==> config.mk <==
export PLATFORM = sky130hd
export DESIGN_NAME = clk_div_sched
export DESIGN_NICKNAME = d
export VERILOG_FILES = /design/src/rtl/clk_div_sched.sv
export SDC_FILE = /design/constraint.sdc
export NUM_CORES = 1
export LEC_CHECK = 0
export ABC_AREA = 1
export CAP_MARGIN = 10
export CORE_ASPECT_RATIO = 1.75
export CORE_MARGIN = 3
export CORE_UTILIZATION = 40
export CTS_BUF_LIST = sky130_fd_sc_hd__clkbuf_4 sky130_fd_sc_hd__clkbuf_8 sky130_fd_sc_hd__clkbuf_16
export DETAILED_ROUTE_END_ITERATION = 8
export PLACE_DENSITY_LB_ADDON = 0.05
export SYNTH_ARGS = -nofsm -noshare
export SYNTH_HDL_FRONTEND = slang
export SYNTH_SLANG_ARGS = --single-unit
==> constraint.sdc <==
create_clock -name clk -period 2.3 [get_ports clk]
set_clock_uncertainty 0.1 [all_clocks]
set_input_delay 0.575 -clock clk [delete_from_list [all_inputs] [get_ports clk]]
set_output_delay 0.575 -clock clk [all_outputs]
set_load 0.01 [all_outputs]
==> src/rtl/clk_div_sched.sv <==
// Single-counter clock-enable scheduler: tick/div_out at 2^cur_sel, ratio changes land only on period boundaries.
// Outputs decode registers only; ack is 1 cycle from IDLE/boundary requests, else at term; requests while busy are dropped.
module clk_div_sched #(
    parameter int CNT_W = 4
) (
    input  logic       clk,
    input  logic       reset,
    input  logic       en,
    input  logic       cfg_req,
    input  logic [2:0] cfg_sel,
    output logic       cfg_ack,
    output logic       cfg_err,
    output logic       busy,
    output logic [2:0] cur_sel,
    output logic       tick,
    output logic       div_out
);

    typedef enum logic [1:0] {
        IDLE = 2'd0,
        RUN  = 2'd1,
        PEND = 2'd2
    } state_t;

    state_t           state_q, state_d;
    logic [CNT_W-1:0] cnt_q, cnt_d;
    logic [2:0]       cur_sel_q, cur_sel_d;
    logic [2:0]       pend_q, pend_d;
    logic             ack_q, ack_d;
    logic             err_q, err_d;

    logic [CNT_W:0]   period;
    logic [CNT_W-1:0] term;
    logic [CNT_W-1:0] cnt_sh;
    logic             at_term;
    logic             active;
    logic             sel_legal;
    logic             req_take;

    // period is one bit wider so sel==CNT_W still yields an all-ones terminal count
    assign period    = {{CNT_W{1'b0}}, 1'b1} << cur_sel_q;
    assign term      = period[CNT_W-1:0] - CNT_W'(1);
    assign at_term   = (cnt_q == term);
    assign active    = (state_q != IDLE);
    assign cnt_sh    = cnt_q >> (cur_sel_q - 3'd1);
    assign sel_legal = (cfg_sel != 3'd0) && (int'({29'd0, cfg_sel}) <= CNT_W);
    assign req_take  = cfg_req && (state_q != PEND);

    always_comb begin
        state_d   = state_q;
        cnt_d     = cnt_q;
        cur_sel_d = cur_sel_q;
        pend_d    = pend_q;
        ack_d     = 1'b0;
        err_d     = req_take && !sel_legal;

        case (state_q)
            IDLE: begin
                cnt_d = '0;
                if (req_take && sel_legal) begin
                    cur_sel_d = cfg_sel;
                    ack_d     = 1'b1;
                end
                if (en) begin
                    state_d = RUN;
                end
            end
            RUN: begin
                if (at_term) begin
                    cnt_d = '0;
                    if (req_take && sel_legal) begin
                        cur_sel_d = cfg_sel;
                        ack_d     = 1'b1;
                    end
                    state_d = en ? RUN : IDLE;
                end else begin
                    cnt_d = cnt_q + CNT_W'(1);
                    if (req_take && sel_legal) begin
                        pend_d  = cfg_sel;
                        state_d = PEND;
                    end
                end
            end
            PEND: begin
                if (at_term) begin
                    // old ratio finishes its period before the switch
                    cnt_d     = '0;
                    cur_sel_d = pend_q;
                    ack_d     = 1'b1;
                    state_d   = en ? RUN : IDLE;
                end else begin
                    cnt_d = cnt_q + CNT_W'(1);
                end
            end
            default: begin
                state_d = IDLE;
                cnt_d   = '0;
            end
        endcase
    end

    always_ff @(posedge clk) begin
        if (!reset) begin
            state_q   <= IDLE;
            cnt_q     <= '0;
            cur_sel_q <= 3'd1;
            pend_q    <= 3'd0;
            ack_q     <= 1'b0;
            err_q     <= 1'b0;
        end else begin
            state_q   <= state_d;
            cnt_q     <= cnt_d;
            cur_sel_q <= cur_sel_d;
            pend_q    <= pend_d;
            ack_q     <= ack_d;
            err_q     <= err_d;
        end
    end

    assign cfg_ack = ack_q;
    assign cfg_err = err_q;
    assign busy    = (state_q == PEND);
    assign cur_sel = cur_sel_q;
    assign tick    = active && at_term;
    assign div_out = active && cnt_sh[0];

endmodule

; ---- Word-level counts from Yosys, hierarchy flattened
; Cells that the tools add are included.
; Widths: inputs -> output; s select.
[totals]
wordCells = 53
output_inout_bits = 8
ff_bits = 14
input_bits = 7
[op_classes]
n_bitwise = 3
n_addsub = 3
n_lt_le_gt_ge = 1
shifts = 2
eq_ne = 8
mux = 14
reduce_logical = 16
[ops]
columns = cell, count
row1 = $mux 3, 3
row2 = $pmux 3 s3, 1
row3 = $reduce_and 3->1, 3
row4 = $mux 2, 4
row5 = $logic_and 1x1->1, 6
row6 = $ne 2x2->1 const B, 3
row7 = $pmux 2 s3, 1
row8 = $reduce_bool 3->1, 2
row9 = $add 4x1->4 const B, 1
row10 = $eq 4x4->1, 1
row11 = $mux 1, 4
row12 = $shl 1x3->4 const A, 1
row13 = $shr 4x3->1, 1
row14 = $sub 4x1->4 const B, 1
row15 = $le 3x3->1 const B, 1
row16 = $ne 3x3->1 const B, 1
row17 = $not 1->1, 3
row18 = $pmux 1 s3, 1
row19 = $reduce_or 3->1, 1
row20 = $sub 3x1->3 const B, 1
row21 = $eq 2x1->1 const B, 1
row22 = $eq 2x2->1 const B, 1
row23 = $logic_not 2->1, 1
row24 = $ne 2x1->1 const B, 1
row25 = other kinds (3), 3

; ---- Logic depth before layout (Yosys ltp)
[depth]
ltp_word = 6
ltp_mapped = 16
depth_no_buf = 16

; ---- Worst setup path after synthesis
; OpenSTA, ideal clock, no wires.
[synth_timing]
path_type = register -> output
from = reg cur_sel_q[0], in the netlist cur_sel[0]
to = out tick
path_slack_ns = -0.201
t_arrival_ns = 1.826
path_stages_with_launch = 10
t_required_ns = 1.625
cell_sequence = dfxtp_1 inv_1 ha_1 nand2_4 ha_1 xor2_1 nand2_2 nor2_4 nand2_4 nor2_1
[synth_between]
elab_chain_cells = 4
[synth_lines]
columns = element, line
row1 = start: declaration, 27  ; logic [2:0] cur_sel_q, cur_sel_d;
row2 = start signal: assignment, 113  ; cur_sel_q <= cur_sel_d;
row3 = $shl 1x3->4, 41  ; assign period = {{CNT_W{1'b0}}, 1'b1} << cur_sel_q;
row4 = $sub 4x1->4, 42  ; assign term = period[CNT_W-1:0] - CNT_W'(1);
row5 = $eq 4x4->1, 43  ; assign at_term = (cnt_q == term);
row6 = $logic_and 1x1->1, 124  ; assign tick = active && at_term;
row7 = end: declaration, 15  ; output logic tick,
; No other way between the ends.

; ---- Worst setup path in the final report
; Ends and elaborated chain as after synthesis.

==> results.py <==
metrics = {
    "run_status": {
        "status": "finished, violations left",
        "violations": "negative setup slack",
    },
    "clocking": {
        "clock-sinks": 14,
        "cts_tree": "built",
        "cts_buffer_depth": 2,
        "clock_latency_ps": 250,
        "numCtsBuffers": 3,
        "cts.clk_slew.worst_paths_ps": 60,
        "cts_root_buffer": "clkbuf_8",
        "cts.htree.levels": 1,
        "holdBufCountCts": 0,
    },
    "placement": {
        "gp_congestion": 0.792,
        "hpwl_mm": 1.94,
        "port_buffers": 14,
        "dp_slack_ps": -389,
    },
    "detailed_routing": {
        "drc_errors": 0,
        "drtIter0Drc": 15,
        "wl_per_cell_microns": 11.4,
        "dr_total_vias": 986,
        "postRouteWirelength_mm": 2.33,
        "ant_nets": 0,
        "first_pass_iters": 4,
        "via_per_inst": 4.81,
    },
    "timing": {
        "finalMaxSlewViolations": 0,
        "setup_viol": 1,
        "post-route-period-util_pct": 106,
        "relSlewSlack_pct": 84.0,
        "layout_setup_ws_ps": -127,
        "period_needed_ps": 2430,
        "hold_violations": 0,
        "fmax_mhz": 412,
        "setup_tns_ps": -127,
        "tightest_slew_ps": 240,
        "rsz0062_at_grt": "true",
    },
    "logic_synthesis": {
        "syn_area_sq_um": 1000,
        "yosysWarnings": 0,
        "syn_inst": 140,
        "synth-seq-cells": 14,
        "ys_seq_area_share_pct": 28.0,
        "synth_area_per_cell_sq_um": 7.15,
        "yosysUniqueCellTypes": 22,
        "yosys-top-cells-area": "dfxtp_1, ha_1, nand3_1",
        "yosys.area.top_type": "dfxtp_1",
        "synth_top_area_share_pct": 28.0,
        "synth_nets": 158,
    },
    "power_and_ir_drop": {
        "p_total_mw": 1.49,
        "power.density_nw_per_um2": 1030,
        "p_leak_nw": 0.676,
        "irDropWorstVdd_mv": 0.549,
    },
    "die": {
        "die-height_microns": 72.2,
        "num_io_pins": 15,
        "num_rows": 23,
        "dieArea_sq_um": 3160,
        "die_w_microns": 43.8,
        "core_sq_um": 2330,
        "initial_utilization_pct": 42.9,
    },
    "global_route": {
        "grt_pass1_wl_mm": 4.17,
        "grt_max_degree": 9,
        "grt_usage_pct": 17.3,
        "antenna_found_initial": 0,
        "grt_pass1_vias": 1030,
        "grt-ovfl-total": 0,
    },
    "setup_path": {
        "slowest_stage": "dfxtp_4",
        "required_ps": 1620,
        "cp-end-kind": "output pin",
        "max_stage_delay_ps": 370,
        "crit_type": "flop to output pin",
        "critPathMaxFanout": 4,
        "worstSetupStartpointType": "flop",
        "path_cells": "inv_4 -> ha_4 -> nand2_4 -> ha_4 -> xor2_2 -> nand2_2 -> nor2_4 -> nand2_4 -> nor2_4 -> buf_6",
        "cp.arrival_ps": 1750,
    },
    "final_layout": {
        "area_growth_pct": 44.6,
        "final_cell_mix": "nand2_1, buf_4, nand3_1",
        "diodes": 0,
        "layout-drive-gt1-share_pct": 30.6,
        "layout_commonest_cell": "nand2_1",
        "fin_nets": 199,
        "final_core_util_pct": 62.1,
        "fill_cells": 211,
    },
    "worst_hold_path": {
        "hold_path.class": "flop to flop",
    },
    "flow_run": {
        "maxCapViolations": 0,
    },
}
worst max-delay path, delay by kind of cell (launching register included):
kind | cells | cell delay, ps
flops | 1 | 370
simple gates | 5 | 430
buf+inv | 2 | 170
xor+xnor | 1 | 140
fa+ha+maj | 2 | 400
cells in the mapped netlist:
| library cell | instances |
|---|---|
| nand2_1 | 25 |
| nand3_1 | 19 |
| inv_1 | 17 |
| nor2_1 | 16 |
| dfxtp_1 | 14 |
| ha_1 | 11 |
| nand2_2 | 8 |
| o21ai_0 | 7 |
| a21oi_1 | 4 |
| xor2_1 | 3 |
| a21oi_4 | 2 |
| a31oi_1 | 2 |
| inv_2 | 2 |
| nand2_4 | 2 |
| buf_6 | 1 |
| inv_4 | 1 |
| nand3b_1 | 1 |
| nand4_1 | 1 |
| nor2_4 | 1 |
| nor3_1 | 1 |
| o31ai_1 | 1 |
| xnor2_1 | 1 |
worst paths after layout:
kind / start / endpoint / cells after the start / slack (ps)
hold reg to reg: pend_q[2] / pend_q[2] / 2 / 350
setup reg to reg: cur_sel[0] / state_q[1] / 14 / 210
hold / removal: pend_q[2] / pend_q[2] / 2 / 350
setup / recovery: cur_sel[0] / tick / 10 / -130
kinds of logic after synthesis:
logic type / count (synthesis) / synth area share [%]
AOI/OAI and AO/OA: 16 / 10.7
xor gates and xnor gates: 4 / 3.50
buffers and inverters: 21 / 8.88
DFF: 14 / 28.0
adders and majority gates: 11 / 13.7
and+or+nand+nor: 74 / 35.1
flip-flops by register name (all words and copies together) (netlist names):
register and cells:
cfg_ack 1, cfg_err 1, cnt_q 4, cur_sel 3
pend_q 3, state_q 2
routing by layer:
layer,routed length [microns],up-vias,GRT usage (%)
met2,1350,12,33.4
met4,51,0,9.73
li1,-,529,-
met5,0,-,0
met3,52,5,2.23
met1,883,440,16.3
through the flow:
stage	hold WS, ps	instances	instance area, sq um
final	345	205	1450
after global routing	356	205	1450
after CTS	345	204	1430
after detailed placement	335	200	1350
after global placement	334	200	1350
after floorplan	323	140	1030
area by class of cell:
| type | count | area [sq um] | share of cell area [%] |
|---|---|---|---|
| tap | 25 | 31.3 | 2.16 |
| multi-input combinational | 105 | 684 | 47.3 |
| clock buffer | 4 | 55.1 | 3.80 |
| sequential | 14 | 285 | 19.7 |
| inverter | 20 | 82.6 | 5.70 |
| timing repair buffer | 37 | 309 | 21.3 |
power breakdown:
part / internal, mW / leakage, nW / switching (mW)
clock network: 0.152 / 0.0288 / 0.0941
registers: 0.293 / 0.115 / 0.0426
logic: 0.443 / 0.532 / 0.466
total: 0.888 / 0.676 / 0.603
repair_timing:
action,in CTS,in global routing
pin swaps,3,2
buffers inserted,0,1
setup endpoints to repair,2,2
gates cloned,0,0
gates resized for setup,17,1
No activity file was read; power rests on OpenSTA's default activity.
